<file path="src/rtl/spi_slave_listener_if.sv">
// SPI pin bundle between the host MCU link and the listener.
// Ports: spi_sclk, spi_cs_n, spi_mosi (host to FPGA), spi_miso (FPGA to host).
interface spi_slave_listener_if;
  logic spi_sclk;
  logic spi_cs_n;
  logic spi_mosi;
  logic spi_miso;

  modport master (
    output spi_sclk,
    output spi_cs_n,
    output spi_mosi,
    input  spi_miso
  );

  modport slave (
    input  spi_sclk,
    input  spi_cs_n,
    input  spi_mosi,
    output spi_miso
  );
endinterface

</file>
<file path="src/rtl/spi_slave_listener.sv">
// SPI mode-0 responder: oversamples the host pins, receives DATA_BITS-bit
// MSB-first words, publishes them on fpga_spi_data with a one-clk
// spi_listener_interrupt, and flags wrong-length frames with frame_error.
// Ports: clk, rst_n (async, active-low), spi (slave modport: sclk/cs_n/mosi
// in, miso out), tx_word (readback word), fpga_spi_data,
// spi_listener_interrupt, frame_error.
// Option: define SPI_MISO_READBACK_EN to shift tx_word out on spi_miso;
// otherwise spi_miso is tied low and no tx_shift register exists.
module spi_slave_listener #(
  parameter int DATA_BITS   = 24,
  parameter int SYNC_STAGES = 2
) (
  input  logic                 clk,
  input  logic                 rst_n,
  spi_slave_listener_if.slave  spi,
  input  logic [DATA_BITS-1:0] tx_word,
  output logic [DATA_BITS-1:0] fpga_spi_data,
  output logic                 spi_listener_interrupt,
  output logic                 frame_error
);

  localparam int CW = $clog2(DATA_BITS + 2);
  localparam int SW = $clog2(SYNC_STAGES + 1);
  localparam logic [CW-1:0] FULL = CW'(DATA_BITS);
  localparam logic [CW-1:0] SAT  = CW'(DATA_BITS + 1);
  localparam logic [SW-1:0] SETL = SW'(SYNC_STAGES);

  typedef enum logic [1:0] {
    WAIT_IDLE = 2'd0,
    IDLE      = 2'd1,
    SHIFT     = 2'd2
  } state_t;

  logic [SYNC_STAGES-1:0] sclk_q;
  logic [SYNC_STAGES-1:0] cs_q;
  logic [SYNC_STAGES-1:0] mosi_q;
  logic                   sclk_d;
  logic                   cs_d;

  always_ff @(posedge clk or negedge rst_n) begin
    if (!rst_n) begin
      sclk_q <= '0;
      cs_q   <= '1;
      mosi_q <= '0;
      sclk_d <= 1'b0;
      cs_d   <= 1'b1;
    end else begin
      sclk_q <= {sclk_q[SYNC_STAGES-2:0], spi.spi_sclk};
      cs_q   <= {cs_q[SYNC_STAGES-2:0], spi.spi_cs_n};
      mosi_q <= {mosi_q[SYNC_STAGES-2:0], spi.spi_mosi};
      sclk_d <= sclk_q[SYNC_STAGES-1];
      cs_d   <= cs_q[SYNC_STAGES-1];
    end
  end

  logic sclk_s;
  logic cs_s;
  logic mosi_s;
  logic sclk_rise;
  logic sclk_fall;
  logic cs_rise;
  logic cs_fall;

  assign sclk_s    = sclk_q[SYNC_STAGES-1];
  assign cs_s      = cs_q[SYNC_STAGES-1];
  assign mosi_s    = mosi_q[SYNC_STAGES-1];
  assign sclk_rise = sclk_s & ~sclk_d;
  assign sclk_fall = ~sclk_s & sclk_d;
  assign cs_rise   = cs_s & ~cs_d;
  assign cs_fall   = ~cs_s & cs_d;

  // The cs_n chain resets high, so right after reset it reads "idle" even
  // if the pin is low mid-frame. Hold WAIT_IDLE until the chain has been
  // refilled from the pin before trusting cs_s.
  logic [SW-1:0] settle;
  logic          settled;

  always_ff @(posedge clk or negedge rst_n) begin
    if (!rst_n) begin
      settle <= '0;
    end else if (settle != SETL) begin
      settle <= settle + 1'b1;
    end
  end

  assign settled = (settle == SETL);

  state_t state;
  state_t state_nx;

  always_ff @(posedge clk or negedge rst_n) begin
    if (!rst_n) begin
      state <= WAIT_IDLE;
    end else begin
      state <= state_nx;
    end
  end

  always_comb begin
    state_nx = state;
    unique case (state)
      WAIT_IDLE: if (settled && cs_s) state_nx = IDLE;
      IDLE:      if (cs_fall)         state_nx = SHIFT;
      SHIFT:     if (cs_rise)         state_nx = IDLE;
      default:                        state_nx = WAIT_IDLE;
    endcase
  end

  logic start;
  logic shift_en;
  logic commit;
  logic fail;
  logic [CW-1:0] bit_cnt;

  // cs_rise wins over a coincident sclk_rise: that edge is dropped.
  always_comb begin
    start    = 1'b0;
    shift_en = 1'b0;
    commit   = 1'b0;
    fail     = 1'b0;
    unique case (state)
      IDLE: start = cs_fall;
      SHIFT: begin
        shift_en = sclk_rise & ~cs_rise;
        commit   = cs_rise & (bit_cnt == FULL);
        fail     = cs_rise & (bit_cnt != FULL);
      end
      default: ;
    endcase
  end

  logic [DATA_BITS-1:0] shift;

  always_ff @(posedge clk or negedge rst_n) begin
    if (!rst_n) begin
      shift                  <= '0;
      bit_cnt                <= '0;
      fpga_spi_data          <= '0;
      spi_listener_interrupt <= 1'b0;
      frame_error            <= 1'b0;
    end else begin
      if (start) begin
        shift   <= '0;
        bit_cnt <= '0;
      end else if (shift_en) begin
        shift <= {shift[DATA_BITS-2:0], mosi_s};
        if (bit_cnt != SAT) bit_cnt <= bit_cnt + 1'b1;
      end
      if (commit) fpga_spi_data <= shift;
      spi_listener_interrupt <= commit;
      frame_error            <= fail;
    end
  end

`ifdef SPI_MISO_READBACK_EN
  logic [DATA_BITS-1:0] tx_shift;

  always_ff @(posedge clk or negedge rst_n) begin
    if (!rst_n) begin
      tx_shift <= '0;
    end else if (start) begin
      tx_shift <= tx_word;
    end else if (state == SHIFT && sclk_fall) begin
      tx_shift <= {tx_shift[DATA_BITS-2:0], 1'b0};
    end
  end

  assign spi.spi_miso = (state == SHIFT) & tx_shift[DATA_BITS-1];
`else
  logic unused_tx;

  assign unused_tx    = ^{tx_word, sclk_fall};
  assign spi.spi_miso = 1'b0;
`endif

endmodule

</file>
<file path="src/flat_wrapper.sv">
// flat-port wrapper written by rule: the top's interface ports become plain ports
module spi_slave_listener_flat 
#(
  parameter int DATA_BITS   = 24,
  parameter int SYNC_STAGES = 2
)
  (clk, rst_n, tx_word, fpga_spi_data, spi_listener_interrupt, frame_error, spi_spi_sclk, spi_spi_cs_n, spi_spi_mosi, spi_spi_miso);
  spi_slave_listener_if spi_i ();
  input  logic clk;
  input  logic rst_n;
  input  logic [DATA_BITS-1:0] tx_word;
  output logic [DATA_BITS-1:0] fpga_spi_data;
  output logic spi_listener_interrupt;
  output logic frame_error;
  input wire logic [$bits(spi_i.spi_sclk)-1:0] spi_spi_sclk;
  input wire logic [$bits(spi_i.spi_cs_n)-1:0] spi_spi_cs_n;
  input wire logic [$bits(spi_i.spi_mosi)-1:0] spi_spi_mosi;
  output wire logic [$bits(spi_i.spi_miso)-1:0] spi_spi_miso;
  assign spi_i.spi_sclk = spi_spi_sclk;
  assign spi_i.spi_cs_n = spi_spi_cs_n;
  assign spi_i.spi_mosi = spi_spi_mosi;
  assign spi_spi_miso = spi_i.spi_miso;
  spi_slave_listener #(.DATA_BITS(DATA_BITS), .SYNC_STAGES(SYNC_STAGES)) u_core (.clk(clk), .rst_n(rst_n), .spi(spi_i), .tx_word(tx_word), .fpga_spi_data(fpga_spi_data), .spi_listener_interrupt(spi_listener_interrupt), .frame_error(frame_error));
endmodule
</file>
<file path="config.mk">
export PLATFORM = sky130hd
export DESIGN_NAME = spi_slave_listener_flat
export DESIGN_NICKNAME = d
export VERILOG_FILES = /design/src/rtl/spi_slave_listener_if.sv /design/src/rtl/spi_slave_listener.sv /design/src/flat_wrapper.sv
export SDC_FILE = /design/constraint.sdc
export NUM_CORES = 1
export LEC_CHECK = 0
export CORE_ASPECT_RATIO = 1.5
export CORE_UTILIZATION = 54
export DETAILED_ROUTE_END_ITERATION = 8
export HOLD_SLACK_MARGIN = 0.15
export PLACE_DENSITY = 0.83
export SYNTH_ARGS = -nofsm -noshare
export SYNTH_HDL_FRONTEND = slang
export SYNTH_SLANG_ARGS = --single-unit
</file>
<file path="constraint.sdc">
create_clock -name clk -period 4.1 [get_ports clk]
set_clock_uncertainty 0.15 [all_clocks]
set_input_delay 1.23 -clock clk [delete_from_list [all_inputs] [get_ports clk]]
set_output_delay 1.23 -clock clk [all_outputs]
set_load 0.03 [all_outputs]
</file>
==> impl_results.md <==
* Slowest CP cell: clkdlybuf4s50_1
* Vias in the first global route at 1670
* TritonCTS clock tree: yes
* Final Cycle Share at 67.36%
* Core area at 0.004848 sq mm
* Total negative slack at 0 ns
* Finished Layout Cells at 325
* CP startpoint kind: register
* Bufs and invs on worst path at 1
* Max incr delay on CP at 0.69 ns
* First-pass GRT wire length at 7.355 mm
* Nets at 287
* Max_cap viols at 0
* CP top delay family: buffers and inverters
* Final WS setup at 1.338 ns
* Clk_lat worst skew at 0.34 ns
* Pin count of the biggest net entering global routing at 50
* Finished Cell Area at 0.003231 sq mm
* Ys Warns at 0
* Synthesized flop and latch total at 67
* DR pass1 iterations at 4
* Worst EP arrival at 1.38 ns
* Number of placed instances, taps included at 309
* Antenna violations before repair at 0
* Vias/cell at 5.212
* Dpl ws at 1.640 ns
* M1 wire length at 1.904 mm
* Netlist cell types at 33
* Via count at 1694
* Metal3 WL at 146 microns
* Hold Violations, Final at 0
* Io pins at 56
* Placed cell area at 0.003037 sq mm
* Crit path time final at 2.762 ns
* Final Max Slew Viols at 0
* PortBufs at 30
* GR Util All Layers at 18.89%
* Fmax at 362.1 MHz
* Setup violations, final at 0
* Top Layer Used: met4
* Cells after Synth at 222
* Num CTS Buffers at 9
* EDFF count, synth at 0
* Nature of the critical path endpoint: output pin
* Min-delay worst type: register to register
* CP cell instances: clkdlybuf4s50_1
* CTS resizes at 0
* P_leak at 1.520 nW
* Routability cong. at 0.6842
* Routed met2 length at 2.297 mm
* Die height at 89.13 microns
* Combinational power share at 4.3%
* Clock network power share at 41.8%
* CTS root buffer: clkbuf_8
* # DRC at 0
* Mapped Nets at 255
* Avg Cell Area, Syn at 12.31 sq um
* Crit Path Max Fanout at 2
* Total global routing overflow at 0
* R2r setup slk at 1.88 ns
* Clock Sinks at 67
* Die area at 0.005355 sq mm
* DRT antenna net count at 0
* Register area share after synthesis at 61.49%
* Initial Util at 56.36%
* Number of diodes at 0
* RSZ-0062 raised after global routing: no
* Most frequent cells in the layout: dfrtp_1, nand2_1, clkdlybuf4s50_1, a21oi_1, mux2_4
* Post-Route WL at 4.471 mm
* Slew Limit Headroom at 29.97%
* Die W at 60.08 microns
* Htree depth at 3
* Sequential power share at 53.9%
* Hold buffers post-CTS at 0
* Row Count at 31
* HPWL Detailed at 2.791 mm
* Setup CP Type: register to output pin
* Clock Tree Buf Depth at 2
* Cell Area, Synth at 0.002733 sq mm
* Status: completed
* P&R area growth vs syn at 18.22%
* Share of layout cells above drive strength 1 at 18.92%
* Pwr/cell area at 394.3 mW/mm^2
* CP Data Required Time at 2.72 ns
* Commonest non-fill, non-tap cell in the layout: dfrtp_1
* Net Sw Frac at 22.56%
* P_int at 0.9865 mW
* Routed WL per cell at 13.76 microns
* Clk pin slew, worst setup/hold paths at 0.07 ns
* Post-synthesis async set-or-reset flop share at 100.0%
* Max IR drop VDD at 0.3496 mV
* Worst-Margin Slew at 1.050 ns
* Switch Pwr at 0.2874 mW
* Initial drt markers at 37
* Primary FF master, synth: dfrtp_1
* Postcts setup bufs at 0
metal layers:
layer  vias to the layer above  GRT usage (%)
li1                        802              -
met1                       844          22.62
met2                        38          29.80
met3                        10          4.631
met4                         0          12.68
met5                         -              0
flip-flops by register name (all words and copies together) (netlist names):
name and count:
u_core.cs_d 1, u_core.frame_error 1, u_core.settle 2, u_core.mosi_q 2, u_core.spi_listener_interrupt 1, u_core.bit_cnt 5
u_core.shift 24, u_core.state 2, u_core.cs_q 2, u_core.fpga_spi_data 24, u_core.sclk_d 1, u_core.sclk_q 2
Yosys cell counts, types with 2 or more instances:
library cell / instances / area, sq um
mux2i_1: 2 / 20.02
nand2_1: 53 / 198.9
nor2_1: 3 / 11.26
mux2_2: 5 / 56.30
and2_1: 2 / 12.51
mux2_4: 19 / 285.3
buf_6: 5 / 56.30
ha_1: 4 / 50.05
dfstp_2: 3 / 78.83
nand3_1: 2 / 10.01
dfrtp_1: 64 / 1602
xnor2_1: 2 / 17.52
a21oi_1: 26 / 130.1
nand2b_1: 3 / 18.77
buf_2: 5 / 25.02
inv_1: 5 / 18.77
o21ai_0: 3 / 15.01
cell type report:
class	instances	area, sq um
Sequential cell	67	1680
Tap cell	66	82.58
Inverter	5	18.77
Clock inverter	5	52.55
Multi-Input combinational cell	139	944.7
Clock buffer	11	141.4
Timing Repair Buffer	32	310.3
Fill cell	369	1618
power groups by stage:
stage	registers (mW)	clock network (mW)	logic [mW]
2_1_floorplan	0.696	0	0.0346
3_3_place_gp	0.698	0	0.0538
3_5_place_dp	0.698	0	0.0564
4_1_cts	0.686	0.544	0.0565
5_1_grt	0.688	0.568	0.0626
6_report	0.686	0.532	0.0552
cell families after synthesis:
| family | share of synthesized area [%] |
|---|---|
| buffers and inverters | 3.938 |
| adders and majority gates | 1.832 |
| DFF | 61.49 |
| AOI/OAI and AO/OA | 6.136 |
| and+or+nand+nor | 12.59 |
| xor gates and xnor gates | 0.6411 |
| muxes | 13.23 |
| other | 0.1372 |
stage by stage:
step	total power [mW]	hold slack, ns	utilization (%)
4_1_cts	1.287	0.2025	66.63
5_1_grt	1.318	0.2088	66.63
3_5_place_dp	0.7548	0.1873	62.63
2_1_floorplan	0.7306	0.1812	-
6_report	1.274	0.1998	66.63
3_3_place_gp	0.7514	0.1826	62.63
worst paths after layout:
path,start,to,cells past startpoint
max,u_core.fpga_spi_data[20]$_DFFE_PN0P_,fpga_spi_data[20],1
min,u_core.mosi_q[0]$_DFF_PN0_,u_core.mosi_q[1]$_DFF_PN0_,0
max reg2reg,u_core.state[0]$_DFFE_PN0P_,u_core.bit_cnt[3]$_DFFE_PN0P_,4
min reg2reg,u_core.mosi_q[0]$_DFF_PN0_,u_core.mosi_q[1]$_DFF_PN0_,0
max in group asynchronous,rst_n,u_core.shift[15]$_DFFE_PN0P_,2
min in group asynchronous,rst_n,u_core.shift[20]$_DFFE_PN0P_,1
Note: power is estimated with default switching activity, not from simulation.
